<file path="src/rtl/multicycle_control_unit.sv">
// multicycle_control_unit: Moore FSM sequencing a shared multicycle RV32I datapath.
// Ports: clk, reset (async, active-high); instruction (latched IR), mem_ready, branch_taken in;
//   mem_req/mem_we/mem_addr_src memory port controls, ir_write, pc_write/pc_src,
//   alu_a_src/alu_b_src/alu_mode, reg_write/wb_src datapath controls;
//   trap/fault_code sticky fault status; retired instruction count.
module multicycle_control_unit #(
    parameter int MEM_TIMEOUT = 255
) (
    input  logic        clk,
    input  logic        reset,
    input  logic [31:0] instruction,
    input  logic        mem_ready,
    input  logic        branch_taken,
    output logic        mem_req,
    output logic        mem_we,
    output logic        mem_addr_src,
    output logic        ir_write,
    output logic        pc_write,
    output logic [1:0]  pc_src,
    output logic [1:0]  alu_a_src,
    output logic        alu_b_src,
    output logic [1:0]  alu_mode,
    output logic        reg_write,
    output logic [1:0]  wb_src,
    output logic        trap,
    output logic [1:0]  fault_code,
    output logic [31:0] retired
);
    localparam logic [2:0] FETCH     = 3'd0;
    localparam logic [2:0] DECODE    = 3'd1;
    localparam logic [2:0] EXECUTE   = 3'd2;
    localparam logic [2:0] MEM       = 3'd3;
    localparam logic [2:0] WRITEBACK = 3'd4;
    localparam logic [2:0] TRAP      = 3'd5;

    localparam logic [6:0] OP_R      = 7'b0110011;
    localparam logic [6:0] OP_IMM    = 7'b0010011;
    localparam logic [6:0] OP_LOAD   = 7'b0000011;
    localparam logic [6:0] OP_STORE  = 7'b0100011;
    localparam logic [6:0] OP_BRANCH = 7'b1100011;
    localparam logic [6:0] OP_LUI    = 7'b0110111;
    localparam logic [6:0] OP_AUIPC  = 7'b0010111;
    localparam logic [6:0] OP_JAL    = 7'b1101111;
    localparam logic [6:0] OP_JALR   = 7'b1100111;

    localparam logic [7:0] LIMIT = 8'(MEM_TIMEOUT);

    logic [2:0] state, next;
    logic [7:0] wait_cnt;
    logic [6:0] op;
    logic       is_load, is_store, is_jal, is_jalr, legal, timeout;
    logic       unused_bits;

    // funct3/funct7 are decoded by the ALU itself, not by this sequencer
    assign unused_bits = ^instruction[31:7];
    assign op       = instruction[6:0];
    assign is_load  = op == OP_LOAD;
    assign is_store = op == OP_STORE;
    assign is_jal   = op == OP_JAL;
    assign is_jalr  = op == OP_JALR;
    assign legal    = op inside {OP_R, OP_IMM, OP_LOAD, OP_STORE, OP_BRANCH, OP_LUI, OP_AUIPC, OP_JALR};
    // a ready arriving on the limit cycle still completes the request
    assign timeout  = !mem_ready && wait_cnt == LIMIT;

    always_comb begin
        next         = state;
        mem_req      = 1'b0;
        mem_we       = 1'b0;
        mem_addr_src = 1'b0;
        ir_write     = 1'b0;
        pc_write     = 1'b0;
        pc_src       = 2'd0;
        alu_a_src    = 2'd0;
        alu_b_src    = 1'b0;
        alu_mode     = 2'd0;
        reg_write    = 1'b0;
        wb_src       = 2'd0;
        case (state)
            FETCH: begin
                mem_req  = 1'b1;
                ir_write = mem_ready;
                next     = mem_ready ? DECODE : timeout ? TRAP : FETCH;
            end
            DECODE: begin
                // alu_out captures PC+imm for JAL and branch targets
                alu_a_src = 2'd1;
                alu_b_src = 1'b1;
                next      = is_jal ? WRITEBACK : legal ? EXECUTE : TRAP;
            end
            EXECUTE: begin
                alu_a_src = op == OP_LUI ? 2'd2 : op == OP_AUIPC ? 2'd1 : 2'd0;
                alu_b_src = op != OP_R && op != OP_BRANCH;
                alu_mode  = op == OP_R ? 2'd1 : op == OP_IMM ? 2'd2 : 2'd0;
                if (op == OP_BRANCH) begin
                    alu_b_src = 1'b0;
                    pc_write  = 1'b1;
                    pc_src    = {1'b0, branch_taken};
                end
                next = op == OP_BRANCH ? FETCH : (is_load || is_store) ? MEM : WRITEBACK;
            end
            MEM: begin
                mem_req      = 1'b1;
                mem_addr_src = 1'b1;
                mem_we       = is_store;
                pc_write     = is_store && mem_ready;
                next         = mem_ready ? (is_store ? FETCH : WRITEBACK) : timeout ? TRAP : MEM;
            end
            WRITEBACK: begin
                reg_write = 1'b1;
                pc_write  = 1'b1;
                wb_src    = is_load ? 2'd1 : (is_jal || is_jalr) ? 2'd2 : 2'd0;
                pc_src    = is_jal ? 2'd1 : is_jalr ? 2'd2 : 2'd0;
                next      = FETCH;
            end
            TRAP: next = TRAP;
            default: next = FETCH;
        endcase
        // reset must never let a partial strobe reach the datapath
        if (reset) begin
            {mem_req, mem_we, mem_addr_src, ir_write, pc_write, reg_write} = '0;
            {pc_src, alu_a_src, alu_b_src, alu_mode, wb_src} = '0;
        end
    end

    always_ff @(posedge clk or posedge reset) begin
        if (reset) begin
            state      <= FETCH;
            retired    <= '0;
            trap       <= 1'b0;
            fault_code <= 2'd0;
            wait_cnt   <= '0;
        end else begin
            state <= next;
            if (pc_write)
                retired <= retired + 32'd1;
            // any non-waiting cycle (ready, or no request) restarts the count
            wait_cnt <= (mem_req && !mem_ready) ? wait_cnt + 8'd1 : 8'd0;
            if (next == TRAP && state != TRAP) begin
                trap       <= 1'b1;
                fault_code <= state == DECODE ? 2'd1 : 2'd2;
            end
        end
    end
endmodule
</file>
<file path="config.mk">
export PLATFORM = sky130hd
export DESIGN_NAME = multicycle_control_unit
export DESIGN_NICKNAME = d
export VERILOG_FILES = /design/src/rtl/multicycle_control_unit.sv
export SDC_FILE = /design/constraint.sdc
export NUM_CORES = 1
export LEC_CHECK = 0
export BUFFER_PORTS_ARGS = -buffer_cell sky130_fd_sc_hd__buf_4
export CAP_MARGIN = 25
export CORE_ASPECT_RATIO = 1.4
export CORE_MARGIN = 4
export CORE_UTILIZATION = 54
export CTS_CLUSTER_SIZE = 28
export DETAILED_ROUTE_END_ITERATION = 7
export GPL_TIMING_DRIVEN = 0
export PLACE_DENSITY = 0.91
export SKIP_LAST_GASP = 1
export SLEW_MARGIN = 20
export SYNTH_ARGS = -nofsm -noshare
export SYNTH_HDL_FRONTEND = slang
export SYNTH_SLANG_ARGS = --single-unit
</file>
<file path="constraint.sdc">
create_clock -name clk -period 4.9 [get_ports clk]
set_clock_uncertainty 0.05 [all_clocks]
set_input_delay 0 -clock clk [delete_from_list [all_inputs] [get_ports clk]]
set_output_delay 0 -clock clk [all_outputs]
set_load 0.1 [all_outputs]
</file>
==> flow_metrics.env, run 1 <==
export IMPL_timing_rr_end="retired[19]"
export IMPL_htree_levels=2
export IMPL_post_synth_cell_area_avg_um2=9.57
export IMPL_grt_overflow_total=0
export IMPL_drv_cap=0
export IMPL_p_comb_share_pct=44.4
export IMPL_drt_wirelength_per_cell_um=14.7
export IMPL_cts_resized=0
export IMPL_drt_first_iter_violations=209
export IMPL_tns_ns=0
export IMPL_hold_path_startpoint="mem_ready"
export IMPL_relSlewSlack_pct=61.9
export IMPL_drtAntennaViolNets=0
export IMPL_fp_coreArea_um2=4540
export IMPL_yosysSeqAreaShare_pct=45.4
export IMPL_finalCriticalPeriod_ns=2.42
export IMPL_grt_use_total_pct=21.3
export IMPL_endpoint="alu_a_src[1]"
export IMPL_synth_warnings=0
export IMPL_syn_instance_count=265
export IMPL_numClockSinks=46
export IMPL_cts_inserted_buffers=5
export IMPL_yosys_register_bits=46
export IMPL_endpoint_kind="primary output"
export IMPL_p_clk_share_pct=19.9
export IMPL_totalWireLength_um=5810
export IMPL_status="complete, no violations"
export IMPL_clk_latency_ns=0.30
export IMPL_die_h_um=89.1
export IMPL_area_delta_synth_final_pct=26.2
export IMPL_cts_tree="yes"
export IMPL_hold_violations=0
export IMPL_startpoint="state[2]"
export IMPL_synth_top_cell_area_share_pct=45.4
export IMPL_vias=2196
export IMPL_p_switching_uw=614
export IMPL_path_class="flop to primary output"
export IMPL_finish_utilization_pct=70.5
export IMPL_cp_data_arrival_time_ns=2.37
export IMPL_grt_max_degree=27
export IMPL_setup_ws_ns=2.48
export IMPL_fp_dieArea_um2=5870
export IMPL_dp_hpwl_um=4370
export IMPL_gp_congestion=0.915
export IMPL_syn_num_nets=303
export IMPL_synth_area_um2=2530
export IMPL_r2r_start="state[1]"
export IMPL_cts_root_buf="clkbuf_8"
export IMPL_path_max_fanout=10
export IMPL_grt_pass1_vias=2153
export IMPL_crit_family="simple AND/OR/NAND/NOR gates"
export IMPL_firstDrtPassIters=4
export IMPL_port_buffers=59
export IMPL_finalCritPeriodShare_pct=49.5
export IMPL_swShare_pct=47.6
export IMPL_fin_nets=371
export IMPL_path_depth=5
export IMPL_drive_gt1_share_pct=24.6
export IMPL_drcViolationCount=0
export IMPL_dieWidth_um=65.9
export IMPL_grt_pass1_wl_um=9830
export IMPL_placed_area_um2=3080
export IMPL_worstPathRequired_ns=4.85
export IMPL_path_buf_inv=2
export IMPL_setup_worst_path_start_class="flop"
export IMPL_boundaryPins=86
export IMPL_p_int_uw=677
export IMPL_fin_area_um2=3200
export IMPL_rsz0062_at_grt="false"
export IMPL_min_path_type="primary input to flop"
export IMPL_vias_per_cell=5.55
export IMPL_reg2reg_slack_ns=2.78
export IMPL_ir_worst_vdd_mv=0.315
export IMPL_yosys_area_top_type="dfrtp_1"
export IMPL_ys_types=48
export IMPL_slowest_delay_ns=0.54
export IMPL_power_frac_seq_pct=35.7
export IMPL_clk_pin_slew_worst_paths_ns=0.08
export IMPL_num_rows=29
export IMPL_min_path_cells=4
export IMPL_power_density_nw_per_um2=404
export IMPL_r2r_cells=7
export IMPL_max_freq_ghz=0.412
export IMPL_preCtsSetupSlack_ns=2.80
export IMPL_clockBufferDepth=2
export IMPL_drv_slew=0
export IMPL_synthTopCellsByArea="dfrtp_1 45%, xor2_1 9.7%, nor3_1 4.3%"
export IMPL_setup_viol=0
export IMPL_antenna_found_initial=0
export IMPL_tightest_slew_ns=0.564
export IMPL_initial_core_util_pct=55.9
export IMPL_p_leak_nw=1.51
export IMPL_antenna_cells=0
export IMPL_cp_slowest_cell="nor3b_1"
export IMPL_crit_chain="clkbuf_1 -> nor3b_1 -> nand2_1 -> nor4b_1 -> buf_4"
flip-flops by register name (all words and copies together) (netlist names):
register and flops:
trap 1, state 3, fault_code 2, retired 32, wait_cnt 8
worst register-to-register path: cells and delay by family (launching register included):
family	cells	cell delay, ns
xor+xnor	1	0.17
flops	1	0.38
simple gates	2	0.59
compound gates	2	0.58
buf+inv	2	0.29
metal layers:
layer	up-vias	wire [um]	track usage (%)
li1	1057	-	-
met5	-	0	0
met2	73	3040	38.6
met1	1055	2330	24.6
met4	0	97	7.55
met3	11	349	4.28
per-stage QoR:
step	cells	power, mW	hold slack, ns
4_1_cts	396	1.30	0.126
5_1_grt	396	1.35	0.154
6_report	396	1.29	0.138
3_5_place_dp	387	1.04	0.0773
2_1_floorplan	265	0.912	0.236
3_3_place_gp	386	1.02	0.356
power groups by stage:
stage	sequential [mW]	combinational, mW	clock [mW]
floorplan	0.659	0.253	0
finish	0.461	0.573	0.257
detailed placement	0.468	0.571	0
CTS	0.461	0.573	0.263
global placement	0.465	0.558	0
global route	0.468	0.604	0.279
final cells by class:
cell class	count	area, um2
clock inverters	1	8.76
fillers	349	1340
well taps	62	77.6
clock buffers	7	96.3
plain buffers	9	57.6
inverters	11	41.3
multi-input cells	199	1280
flip-flops and latches	46	1150
repair buffers	61	480
timing repair:
action / in CTS / in global routing
setup endpoints to repair: 0 / 0
endpoints found under the hold margin: 23 / 0
setup buffers: 0 / 0
hold buffers: 1 / 0
cells in the mapped netlist, drive strengths merged:
master   instances
dfrtp           46
mux2             1
o32ai            1
and2b            2
o31ai            1
nand2           19
nor2            28
nor4             7
or3              1
or3b             1
nand3           13
and4bb           1
o21ai            6
a21o             2
and4             2
or2b             1
o21ba            1
xnor2           10
nor4b            2
nand4bb          1
a22o             1
ha               2
xor2            28
o21bai           2
buf              5
nor3            22
and2             3
nand4            7
nor3b            4
o21a             1
nor2b            6
a2111o           2
or2              1
clkbuf           4
and3             5
nand3b           2
and3b            1
a21oi            6
inv             11
nand2b           3
o2111ai          3
logic make-up after synthesis:
family / share of synthesized area [%]
AO/OA/AOI/OAI: 7.40
XOR/XNOR: 13.1
adder cells (fa/ha/maj): 0.987
buffers and inverters: 3.90
flip-flops: 45.4
multiplexers: 0.444
AND/OR/NAND/NOR: 28.7
worst min-delay path by stage:
| stage | endpoint | slack [ns] |
|---|---|---|
| after floorplan | state[2] | 0.24 |
| after global placement | retired[0] | 0.36 |
| after detailed placement | wait_cnt[2] | 0.08 |
| after CTS | fault_code[0] | 0.13 |
| after global routing | fault_code[0] | 0.15 |
| final | fault_code[0] | 0.14 |
cells in the final DEF (no fill, tap or decap), drive strengths merged, types with 7 or more instances in the layout:
| cell type | synthesis | routed |
|---|---|---|
| buf | 5 | 65 |
| clkbuf | 4 | 11 |
| dfrtp | 46 | 46 |
| inv | 11 | 11 |
| nand2 | 19 | 19 |
| nand3 | 13 | 13 |
| nand4 | 7 | 7 |
| nor2 | 28 | 28 |
| nor3 | 22 | 22 |
| nor4 | 7 | 7 |
| xnor2 | 10 | 10 |
| xor2 | 28 | 28 |
(Power assumes the default switching activity.)
==> run 2, diff against run 1 <==
--- a/config.mk
+++ b/config.mk
@@ -9,11 +9,11 @@
 export CAP_MARGIN = 25
 export CORE_ASPECT_RATIO = 1.4
 export CORE_MARGIN = 4
-export CORE_UTILIZATION = 54
+export CORE_UTILIZATION = 45
 export CTS_CLUSTER_SIZE = 28
 export DETAILED_ROUTE_END_ITERATION = 7
 export GPL_TIMING_DRIVEN = 0
-export PLACE_DENSITY = 0.91
+export PLACE_DENSITY = 0.82
 export SKIP_LAST_GASP = 1
 export SLEW_MARGIN = 20
 export SYNTH_ARGS = -nofsm -noshare
==> constraint.sdc (replaced) <==
create_clock -name clk -period 1.9 [get_ports clk]
set_clock_uncertainty 0.05 [all_clocks]
set_input_delay 0 -clock clk [delete_from_list [all_inputs] [get_ports clk]]
set_output_delay 0 -clock clk [all_outputs]
set_load 0.1 [all_outputs]
==> run 2 against run 1 <==
Against the previous run:
- the run now ends with negative setup slack left
- die area grew 18%
- sequential cell count is the same
- cell count grew 7.1%
- routed wire length grew 20%
- power grew to 2.9 times the previous value
- via count grew 7.3%
- sequential share of layout area shrank 4.4 points
- first-iteration DRC count grew 0.48%
- final area grew 21%
- clock power grew 140%
- highest routed layer unchanged
==> flow_metrics.env, run 2 (synthesis gave the netlist of run 1 again) <==
export IMPL_status="finished, violations left"
export IMPL_violations="negative setup slack"
export IMPL_fp_dieArea_um2=6910
export IMPL_ir_worst_vdd_mv=0.922
export IMPL_cts_inserted_buffers=5
export IMPL_grt_overflow_total=0
export IMPL_path_class="flop to primary output"
export IMPL_vias_per_cell=5.56
export IMPL_cts_root_buf="clkbuf_8"
export IMPL_cts_tree="yes"
export IMPL_fin_area_um2=3860
export IMPL_vias=2357
export IMPL_initial_core_util_pct=46.2
export IMPL_setup_ws_ns=-0.0458
export IMPL_worstPathRequired_ns=1.85
export IMPL_largest_reg_flops=32
export IMPL_finish_utilization_pct=70.4
export IMPL_final_cell_mix="72 x buf_4, 27 x xor2_1, 24 x nor2_1, 19 x dfrtp_1, 17 x nand2_1"
export IMPL_placed_area_um2=3350
export IMPL_fill_cells=389
export IMPL_endpoint_kind="primary output"
export IMPL_clk_pin_slew_worst_paths_ns=0.09
export IMPL_power_density_nw_per_um2=964
export IMPL_hold_violations=0
export IMPL_drt_first_iter_violations=210
export IMPL_numClockSinks=46
export IMPL_setup_viol=10
export IMPL_totalPowerFinal_mw=3.72
export IMPL_die_h_um=96.8
export IMPL_regArea_um2=1220
export IMPL_cp_data_arrival_time_ns=1.90
export IMPL_layout_commonest_cell="buf_4"
export IMPL_top_regs="retired x32, wait_cnt x8, state x3"
export IMPL_clk_latency_ns=0.31
export IMPL_firstDrtPassIters=4
export IMPL_totalWireLength_um=6970
export IMPL_antenna_found_initial=0
export IMPL_tns_ns=-0.215
export IMPL_rsz0062_at_grt="true"
export IMPL_relSlewSlack_pct=35.5
export IMPL_clockBufferDepth=2
export IMPL_grt_pass1_wl_um=10800
export IMPL_num_rows=32
export IMPL_grt_use_total_pct=19.2
export IMPL_grt_max_degree=35
export IMPL_layoutNonFillerInstCount=424
export IMPL_area_delta_synth_final_pct=52.4
export IMPL_min_path_type="primary input to flop"
export IMPL_path_max_fanout=7
export IMPL_dp_hpwl_um=4540
export IMPL_htree_levels=2
export IMPL_drcViolationCount=0
export IMPL_dieWidth_um=71.4
export IMPL_dp_cells=393
export IMPL_multiInputGateArea_um2=1630
export IMPL_drv_slew=0
export IMPL_drtAntennaViolNets=0
export IMPL_fin_nets=393
export IMPL_p_leak_nw=1.75
export IMPL_fp_coreArea_um2=5490
export IMPL_antenna_cells=0
export IMPL_port_buffers=59
export IMPL_finalCritPeriodShare_pct=102
export IMPL_drt_wirelength_per_cell_um=16.4
export IMPL_grt_pass1_vias=2265
export IMPL_boundaryPins=86
export IMPL_largest_register="retired"
export IMPL_finalCriticalPeriod_ns=1.95
export IMPL_setup_worst_path_start_class="flop"
export IMPL_tightest_slew_ns=0.968
export IMPL_gp_congestion=0.807
export IMPL_drv_cap=0
export IMPL_max_freq_ghz=0.514
export IMPL_drive_gt1_share_pct=48.9
run 2: cell types whose count changed in the layout (fill, tap and decap cells not counted), moves of 6 or more:
cell / change
dfrtp_1: -27
nor3_4: +6
dfrtp_4: +14
dfrtp_2: +13
nor3_1: -15
buf_6: +6
nor3_2: +9
buf_4: +13
run 2: critical path, cell delays in order, from the launching register on:
cell     delay, ns
dfrtp_2       0.46
buf_8         0.16
nor2_4        0.11
nand2_4       0.10
buf_4         0.16
nor4_4        0.27
buf_4         0.34
run 2: worst paths after layout:
check | startpoint | to | slack, ns | cells past startpoint
setup / recovery | state[0] | wb_src[0] | -0.05 | 6
hold / removal | reset | retired[0] | 0.05 | 3
setup reg to reg | state[2] | retired[23] | -0.04 | 6
hold reg to reg | retired[8] | retired[8] | 0.44 | 1
max in group asynchronous | reset | retired[0] | 0.32 | 4
min in group asynchronous | reset | retired[28] | 0.43 | 4
run 2: layout make-up:
cell class / instances / share of cell area [%]
inverters: 11 / 1.17
plain buffers: 9 / 2.33
clock inverters: 3 / 0.551
flip-flops and latches: 46 / 31.6
multi-input cells: 199 / 42.1
well taps: 68 / 2.20
repair buffers: 83 / 18.2
clock buffers: 5 / 1.78
run 2: power by group:
| group | leakage (nW) | internal (mW) | total, mW | switching [mW] |
|---|---|---|---|---|
| logic | 1.16 | 0.575 | 1.87 | 1.29 |
| registers | 0.548 | 1.11 | 1.25 | 0.132 |
| clock network | 0.0441 | 0.259 | 0.611 | 0.352 |
run 2: layer usage:
layer / track usage (%) / share of wire (%) / up-vias
li1: - / - / 1096
met1: 22.5 / 38 / 1168
met2: 33.9 / 53 / 79
met3: 4.16 / 6.2 / 14
met4: 6.66 / 2.3 / 0
met5: 0 / 0 / -
run 2: timing repair:
item                                    4_1_cts  5_1_grt
hold buffers                                  2        0
gates cloned                                  1        0
endpoints found under the hold margin        13        0
gates resized for setup                      26       32
pin swaps                                    14       16
endpoints found under the setup margin       31       34
setup buffers                                 6       14
run 2: through the flow:
stage / hold slack, ns / setup WS, ns
after floorplan: -0.0221 / -0.385
after global placement: 0.299 / -0.638
after detailed placement: 0.0233 / -0.209
after CTS: 0.0404 / -0.0676
after global routing: 0.0555 / -0.136
final: 0.0473 / -0.0458
==> run 3, diff against run 2 <==
--- a/config.mk
+++ b/config.mk
@@ -7,12 +7,11 @@
 export LEC_CHECK = 0
 export BUFFER_PORTS_ARGS = -buffer_cell sky130_fd_sc_hd__buf_4
 export CAP_MARGIN = 25
-export CORE_ASPECT_RATIO = 1.4
 export CORE_MARGIN = 4
 export CORE_UTILIZATION = 45
 export CTS_CLUSTER_SIZE = 28
 export DETAILED_ROUTE_END_ITERATION = 7
-export GPL_TIMING_DRIVEN = 0
+export GPL_TIMING_DRIVEN = 1
 export PLACE_DENSITY = 0.82
 export SKIP_LAST_GASP = 1
 export SLEW_MARGIN = 20
==> run 3 against run 2 <==
Against the previous run:
- the run now ends clean
- clock-buffer cell count increased by 2
- die area shrank 0.24%
- hold slack gained 0.13 ns
- first-iteration DRC count fell by 70%
==> flow_metrics.env, run 3 (synthesis gave the netlist of run 1 again) <==
export IMPL_dp_hpwl_um=4350
export IMPL_p_leak_nw=1.63
export IMPL_gp_congestion=0.899
export IMPL_drt_wirelength_per_cell_um=14.7
export IMPL_layout_commonest_cell="buf_4"
export IMPL_min_path_type="primary input to flop"
export IMPL_wl_met1_um=2640
export IMPL_whs_ns=0.174
export IMPL_largest_reg_flops=32
export IMPL_dr_max_layer_used="met4"
export IMPL_slowest_delay_ns=0.40
export IMPL_cts_tree="yes"
export IMPL_firstDrtPassIters=4
export IMPL_drive_gt1_share_pct=44.9
export IMPL_fin_area_um2=3660
export IMPL_dr_wl_met2_um=3130
export IMPL_totalPowerFinal_mw=3.55
export IMPL_clockBufferDepth=2
export IMPL_grt_pass1_vias=2207
export IMPL_top_regs="retired x32, wait_cnt x8, state x3"
export IMPL_totalWireLength_um=6140
export IMPL_fp_coreArea_um2=5470
export IMPL_area_delta_synth_final_pct=44.3
export IMPL_drtAntennaViolNets=0
export IMPL_finalCritPeriodShare_pct=98.3
export IMPL_antenna_cells=0
export IMPL_multiInputGateArea_um2=1550
export IMPL_die_h_um=83.1
export IMPL_drt_first_iter_violations=63
export IMPL_clk_latency_ns=0.30
export IMPL_tightest_slew_ns=0.530
export IMPL_port_buffers=60
export IMPL_drv_cap=0
export IMPL_initial_core_util_pct=46.3
export IMPL_setup_worst_path_start_class="flop"
export IMPL_num_rows=27
export IMPL_relSlewSlack_pct=64.7
export IMPL_crit_chain="and2b_2 -> o2111ai_4 -> a2111o_1 -> buf_6 -> nor3_1 -> xnor2_1"
export IMPL_wl_met3_um=337
export IMPL_grt_use_total_pct=18.0
export IMPL_vias=2254
export IMPL_antenna_found_initial=0
export IMPL_rsz0062_at_grt="true"
export IMPL_worstPathRequired_ns=2.07
export IMPL_power_density_nw_per_um2=971
export IMPL_cts_root_buf="clkbuf_8"
export IMPL_fin_nets=382
export IMPL_path_max_fanout=10
export IMPL_largest_register="retired"
export IMPL_path_buf_inv=1
export IMPL_status="complete, no violations"
export IMPL_path_class="flop to flop"
export IMPL_fp_dieArea_um2=6900
export IMPL_hold_violations=0
export IMPL_fill_cells=421
export IMPL_htree_levels=2
export IMPL_drv_slew=0
export IMPL_clk_pin_slew_worst_paths_ns=0.08
export IMPL_final_cell_mix="67 x buf_4, 28 x xor2_1, 24 x nor2_1, 20 x dfrtp_1, 17 x nand2_1"
export IMPL_crit_family="compound AO/OA/AOI/OAI gates"
export IMPL_boundaryPins=86
export IMPL_cp_data_arrival_time_ns=2.04
export IMPL_drcViolationCount=0
export IMPL_finalCriticalPeriod_ns=1.87
export IMPL_vias_per_cell=5.41
export IMPL_cts_inserted_buffers=5
export IMPL_cp_slowest_cell="dfrtp_1"
export IMPL_grt_pass1_wl_um=10400
export IMPL_max_freq_ghz=0.535
export IMPL_regArea_um2=1220
export IMPL_setup_viol=0
export IMPL_ir_worst_vdd_mv=0.790
export IMPL_grt_overflow_total=0
export IMPL_dieWidth_um=83.1
export IMPL_grt_max_degree=44
export IMPL_endpoint_kind="flop"
export IMPL_placed_area_um2=3380
export IMPL_numClockSinks=46
==> run 3: cell types whose count changed in the layout (fill, tap and decap cells not counted), sizes merged <==
cell | previous run | this run
clkinv | 2 | 1
buf | 87 | 80
dlygate4sd3 | 2 | 1
clkbuf | 8 | 7
clkinvlp | 2 | 1
==> run 3: report_power, final <==
group | leakage (nW) | total (mW) | switching [mW] | internal, mW
logic | 1.03 | 1.71 | 1.24 | 0.474
clock network | 0.0482 | 0.610 | 0.316 | 0.294
registers | 0.549 | 1.23 | 0.122 | 1.11
==> run 3: area by class of cell <==
cell class	instances	share of cell area, %
Clock buffer	7	2.36
Clock inverter	1	0.137
Inverter	11	1.23
Multi-Input combinational cell	199	42.3
Sequential cell	46	33.3
Tap cell	72	2.46
Timing Repair Buffer	81	18.2
==> run 3: final timing paths <==
| check | slack [ns] | start | endpoint | cells past startpoint |
|---|---|---|---|---|
| setup / recovery | 0.03 | state[2] | retired[15] | 6 |
| setup reg to reg | 0.03 | state[2] | retired[15] | 6 |
| min in group asynchronous | 0.35 | reset | retired[0] | 4 |
| hold reg to reg | 0.43 | wait_cnt[0] | wait_cnt[0] | 1 |
| hold / removal | 0.17 | instruction[4] | state[2] | 4 |
| max in group asynchronous | 0.69 | reset | retired[3] | 5 |
==> run 3: metrics by stage <==
stage | setup WS, ns | utilization [%] | setup TNS, ns | std cells
final | 0.0321 | 66.8 | 0 | 417
after global routing | -0.0583 | 66.8 | -0.364 | 417
after CTS | -0.00998 | 64.6 | -0.0147 | 414
after detailed placement | -0.0716 | 61.7 | -0.373 | 403
after global placement | -0.0695 | 61.7 | -0.140 | 403
after floorplan | -0.385 | - | -1.97 | 265
==> run 3: per-layer routing <==
| layer | GRT usage [%] | up-vias |
|---|---|---|
| li1 | - | 1077 |
| met1 | 23.5 | 1115 |
| met2 | 30.0 | 59 |
| met3 | 5.06 | 3 |
| met4 | 3.71 | 0 |
| met5 | 0 | - |
==> run 3: repair_timing <==
item	4_1_cts	5_1_grt
hold buffers	1	0
setup endpoints to repair	26	30
setup buffers	2	2
gates resized for setup	11	23
hold endpoints to repair	3	0
gates cloned	0	1
pin swaps	4	15
==> run 3: worst reg2reg max path, cell delays in order (launching register included) <==
cell	delay, ns
dfrtp_1	0.40
and2b_2	0.28
o2111ai_4	0.12
a2111o_1	0.40
buf_6	0.17
nor3_1	0.23
xnor2_1	0.15
